[src/rtl/pkt_meta_align.sv]
// Pairs each packet with one metadata word and forwards it through a single
// registered output stage; non-sop beats without metadata and oversize tails are dropped.
package pkt_meta_align_pkg;
    typedef struct packed {
        logic [15:0] flow_id;
        logic [15:0] pkt_len;
        logic [31:0] tag;
    } metadata_t;
endpackage

module pkt_meta_align
    import pkt_meta_align_pkg::*;
#(
    parameter logic [1:0]  CHANNEL_ID = 2'd0,
    parameter int unsigned MAX_BEATS  = 256
) (
    input  logic         clk,
    input  logic         rst_n,
    input  metadata_t    in_meta_data,
    input  logic         in_meta_valid,
    output logic         in_meta_ready,
    input  logic [511:0] in_pkt_data,
    input  logic         in_pkt_valid,
    input  logic         in_pkt_sop,
    input  logic         in_pkt_eop,
    input  logic [5:0]   in_pkt_empty,
    output logic         in_pkt_ready,
    output logic [511:0] out_pkt_data,
    output logic         out_pkt_valid,
    output logic         out_pkt_sop,
    output logic         out_pkt_eop,
    output logic [5:0]   out_pkt_empty,
    output logic [1:0]   out_pkt_channel,
    input  logic         out_pkt_ready,
    output metadata_t    out_meta_data,
    output logic         out_meta_valid,
    output logic [31:0]  orphan_cnt,
    output logic [31:0]  oversize_cnt,
    output logic [31:0]  pkt_cnt
);

    typedef enum logic [1:0] {IDLE, FWD, DROP} state_t;

    localparam logic [15:0] LAST_BEAT = 16'(MAX_BEATS - 1);

    state_t     state, state_nxt;
    metadata_t  meta_q;
    logic [15:0] beat_cnt;
    logic       stage_free;
    logic       meta_fire;
    logic       beat_fire;
    logic       eop_beat;

    function automatic logic [31:0] sat_inc(input logic [31:0] v);
        return (v == 32'hFFFF_FFFF) ? v : v + 32'd1;
    endfunction

    assign out_pkt_channel = CHANNEL_ID;
    assign stage_free      = !out_pkt_valid || out_pkt_ready;
    assign meta_fire       = in_meta_valid && in_meta_ready;
    assign beat_fire       = in_pkt_valid && in_pkt_ready;
    assign eop_beat        = in_pkt_eop || (beat_cnt == LAST_BEAT);

    always_comb begin
        state_nxt     = state;
        in_meta_ready = 1'b0;
        in_pkt_ready  = 1'b0;
        unique case (state)
            IDLE: begin
                // A sop beat waits here until its metadata has been taken.
                in_meta_ready = 1'b1;
                in_pkt_ready  = !in_pkt_sop;
                if (in_meta_valid) state_nxt = FWD;
            end
            FWD: begin
                in_pkt_ready = stage_free;
                if (in_pkt_valid && stage_free && eop_beat)
                    state_nxt = in_pkt_eop ? IDLE : DROP;
            end
            DROP: begin
                in_pkt_ready = 1'b1;
                if (in_pkt_valid && in_pkt_eop) state_nxt = IDLE;
            end
            default: state_nxt = IDLE;
        endcase
        // NOTE: handshakes are gated by reset so nothing is consumed while state is being cleared.
        if (!rst_n) begin
            in_meta_ready = 1'b0;
            in_pkt_ready  = 1'b0;
        end
    end

    // NOTE: all state uses non-blocking assignments so every register samples pre-edge values.
    always_ff @(posedge clk) begin
        if (!rst_n) begin
            state          <= IDLE;
            meta_q         <= '0;
            beat_cnt       <= '0;
            out_pkt_data   <= '0;
            out_pkt_valid  <= 1'b0;
            out_pkt_sop    <= 1'b0;
            out_pkt_eop    <= 1'b0;
            out_pkt_empty  <= '0;
            out_meta_data  <= '0;
            out_meta_valid <= 1'b0;
            orphan_cnt     <= '0;
            oversize_cnt   <= '0;
            pkt_cnt        <= '0;
        end else begin
            state <= state_nxt;
            if (meta_fire) begin
                meta_q   <= in_meta_data;
                beat_cnt <= '0;
            end
            if (state == IDLE && beat_fire)
                orphan_cnt <= sat_inc(orphan_cnt);

            if (state == FWD && beat_fire) begin
                out_pkt_data   <= in_pkt_data;
                out_pkt_valid  <= 1'b1;
                out_pkt_sop    <= (beat_cnt == '0);
                out_pkt_eop    <= eop_beat;
                out_pkt_empty  <= in_pkt_eop ? in_pkt_empty : (eop_beat ? 6'd0 : in_pkt_empty);
                out_meta_data  <= meta_q;
                out_meta_valid <= (beat_cnt == '0);
                beat_cnt       <= beat_cnt + 16'd1;
                if (eop_beat) begin
                    pkt_cnt <= sat_inc(pkt_cnt);
                    if (!in_pkt_eop) oversize_cnt <= sat_inc(oversize_cnt);
                end
            end else if (out_pkt_ready) begin
                out_pkt_valid  <= 1'b0;
                out_meta_valid <= 1'b0;
            end
        end
    end

endmodule

[config.mk]
export PLATFORM = sky130hd
export DESIGN_NAME = pkt_meta_align
export DESIGN_NICKNAME = d
export VERILOG_FILES = /design/src/rtl/pkt_meta_align.sv
export SDC_FILE = /design/constraint.sdc
export NUM_CORES = 2
export LEC_CHECK = 0
export ABC_AREA = 1
export CAP_MARGIN = 10
export CORE_AREA = 2 2 501 503
export CTS_CLUSTER_SIZE = 25
export DETAILED_ROUTE_END_ITERATION = 10
export DIE_AREA = 0 0 503 505
export HOLD_SLACK_MARGIN = 0.1
export PLACE_DENSITY = 0.3
export RECOVER_POWER = 50
export SYNTH_ARGS = -nofsm -noshare
export SYNTH_HDL_FRONTEND = slang
export SYNTH_SLANG_ARGS = --single-unit
export TNS_END_PERCENT = 30
[constraint.sdc]
create_clock -name clk -period 3.7 [get_ports clk]
set_input_delay 0.555 -clock clk [delete_from_list [all_inputs] [get_ports clk]]
set_output_delay 0.555 -clock clk [all_outputs]
set_load 0.02 [all_outputs]
==> impl_metrics.json <==
{
  "p_seq_share_pct": 40.9,
  "timing.rr.start": "state[0]$_SDFFE_PN0P_",
  "layout-drive-gt1-share_pct": 4.02,
  "violations": "capacitance limit, slew limit",
  "internal_power_w": 0.0154,
  "antenna_found_initial": 78,
  "max_slew_margin_pct": -5.81,
  "fin_cells": 8612,
  "core-area_mm2": 0.248,
  "yosysSeqAreaShare_pct": 52.3,
  "layout_min_cycle_time_ps": 3170,
  "gp_congestion": 0.867,
  "rsz0062_at_grt": "false",
  "die_h_um": 505,
  "grt_max_degree": 128,
  "die_area_mm2": 0.254,
  "worst_pin_slew_ps": 1590,
  "grt.total_usage_pct": 14.7,
  "ir_worst_vdd_uv": 370,
  "hold_end": "state[0]$_SDFFE_PN0P_",
  "switchingPower_w": 0.00543,
  "drt_first_iter_violations": 1719,
  "cts_buffer_depth": 3,
  "syn_area_mm2": 0.0293,
  "vias_per_cell": 3.66,
  "cts_resized": 0,
  "holdCritStartpoint": "rst_n",
  "root_buffer": "clkbuf_16",
  "crit_arrival_ps": 3840,
  "placementRows": 183,
  "grt_overflow": 0,
  "critPathRequiredTime_ps": 4370,
  "netlist_instances": 4003,
  "cap_violations": 1,
  "synth.yosys.warnings": 0,
  "clk_latency_ps": 740,
  "die_x_um": 503,
  "drc": 0,
  "hold_path_class": "input pin to flip-flop",
  "skew_ps": 40.2,
  "first_pass_iters": 5,
  "nets": 5784,
  "cp-start-kind": "flip-flop",
  "grt_pass1_vias": 31000,
  "fmax_ghz": 0.315,
  "fillers": 28100,
  "hpwl_um": 151000,
  "ys_ff_latch": 764,
  "wl_per_cell_um": 22.7,
  "critPathLaunch": "state[0]$_SDFFE_PN0P_",
  "final_antenna_net_count": 0,
  "mostFrequentLayoutCells": "nand2_1 (1,672), clkdlybuf4s50_1 (1,124), dfxtp_1 (764)",
  "path_max_fanout": 35,
  "grt_pass1_wl_um": 262000,
  "r2r_end": "out_pkt_data[8]$_SDFFE_PN0P_",
  "hold_viol": 0,
  "multiInputGateArea_mm2": 0.0123,
  "critPathKind": "flip-flop to flip-flop",
  "ios": 1275,
  "final_common_cell": "nand2_1",
  "tns_ps": 0,
  "start_util_pct": 11.8,
  "powerDensity_mw_per_mm2": 425,
  "dpl.cell_count": 8411,
  "h-tree-depth": 3,
  "cts_buffers": 107,
  "fin_crit_sh_pct": 85.8,
  "netlist.top_cell.by_area": "dfxtp_1",
  "vias": 31500,
  "drv_slew": 279,
  "syn_area_per_cell_um2": 7.31,
  "numClockSinks": 764,
  "comb_power_share_pct": 9.1,
  "synth_cell_types": 33,
  "ys_top_cells_by_area": "dfxtp_1 (52%), nand2_1 (21%), a21oi_1 (13%)",
  "clk_pin_slew_worst_paths_ps": 60,
  "p_leak_nw": 16.2,
  "cts_tree": "yes",
  "holdBufCountCts": 0,
  "area.growth.synth_to_final_pct": 67.4,
  "reg2reg_setup_slack_ps": 530,
  "reg2reg_depth": 10,
  "status": "finished, violations left",
  "p_clk_share_pct": 50.1,
  "setup_viol": 0,
  "final-seq-area_mm2": 0.0153,
  "port_buffers": 1272,
  "worstHoldPathCells": 3,
  "synth_top_cell_area_share_pct": 52.3,
  "totalWireLength_um": 196000,
  "worstSetupEndpointType": "flip-flop",
  "cts_setup_buffers": 0,
  "p_sw_share_pct": 26.1
}
[cells by family after synthesis]
kind of cell	count (synthesis)	share of synthesized area, %
AO/OA/AOI/OAI	814	14.0
XOR/XNOR	38	1.14
adder cells (fa/ha/maj)	5	0.214
buffers and inverters	361	5.50
flip-flops	764	52.3
other	1	0.0128
AND/OR/NAND/NOR	2020	26.9
[how the worst max path moves through the flow]
stage,end,slack (ps),depth (start not counted)
final,out_pkt_data[8]$_SDFFE_PN0P_,530,10
after floorplan,in_pkt_ready,1650,4
after CTS,oversize_cnt[1]$_SDFFE_PN0P_,760,10
after detailed placement,pkt_cnt[0]$_SDFFE_PN0P_,610,10
after global placement,pkt_cnt[0]$_SDFFE_PN0P_,560,10
after global routing,out_pkt_data[58]$_SDFFE_PN0P_,270,8
[state kept, by name (all words and copies together) (netlist names)]
name and cells:
orphan_cnt 32, out_pkt_eop 1, pkt_cnt 32, out_meta_data 64
oversize_cnt 32, out_pkt_data 512, out_pkt_valid 1, meta_q 64
out_pkt_sop 1, out_pkt_empty 6, out_meta_valid 1, beat_cnt 16
state 2
[area by class of cell]
| class | instances | share of cell area, % |
|---|---|---|
| clock inverter | 24 | 0.572 |
| tap | 3330 | 8.50 |
| antenna | 12 | 0.0613 |
| sequential | 764 | 31.2 |
| multi-input combinational | 2879 | 25.2 |
| inverter | 109 | 0.866 |
| timing repair buffer | 1329 | 27.1 |
| clock buffer | 165 | 6.47 |
[stage by stage]
stage / setup WS (ps) / instance area, µm² / util [%] / power (W) / hold slack, ps
6_report: 526 / 49000 / 19.7 / 0.0208 / 203
5_1_grt: 272 / 49000 / 19.7 / 0.0217 / 141
4_1_cts: 761 / 49100 / 19.8 / 0.0214 / 115
3_5_place_dp: 614 / 45700 / 18.4 / 0.0106 / 445
3_3_place_gp: 556 / 45700 / 18.4 / 0.0106 / 439
2_1_floorplan: 1650 / 29300 / - / 0.00931 / 430
[per-layer routing]
layer / wire, µm / track usage, % / up-vias
li1: - / - / 15200
met1: 75200 / 16.2 / 14800
met2: 93200 / 25.0 / 1168
met3: 23000 / 7.66 / 276
met4: 3800 / 2.72 / 58
met5: 352 / 0 / -
[power groups by stage]
stage / Sequential [W] / Clock [W] / Combinational (W)
after floorplan: 0.00881 / 0 / 0.000498
after global placement: 0.00868 / 0 / 0.00197
after detailed placement: 0.00868 / 0 / 0.00196
after CTS: 0.00850 / 0.0109 / 0.00197
after global routing: 0.00852 / 0.0111 / 0.00203
final: 0.00850 / 0.0104 / 0.00188
[worst max-delay path, stage by stage (launching register included)]
cell and delay [ps]:
dfxtp_1 330, inv_1 70, nor2_1 210, nand2_1 120, nand2_1 100, nand4_1 280, inv_8 420, buf_12 240
clkbuf_2 660, nand2_1 370, a21oi_1 220
[cell usage after synthesis]
master       n
buf_4       29
and2_1       1
buf_6        3
a21oi_1    740
nor2_1     217
ha_1         5
nor3_1       5
buf_1        1
nand2_2      2
nor2_2       5
xnor2_1     15
o211ai_1     1
o21ai_0     68
nand4_1     21
buf_2       98
nand4_4      1
nor2_4       2
nand3_1     69
o21bai_1     4
clkbuf_1   121
dfxtp_1    764
conb_1       1
xor2_1      23
clkinv_1     2
inv_2        4
inv_1      103
nand2_1   1671
o21a_1       1
nor4_1       1
nor3b_1      3
or2_2        1
nand3_2      1
nand3b_1    20
(Power assumes the default switching activity.)
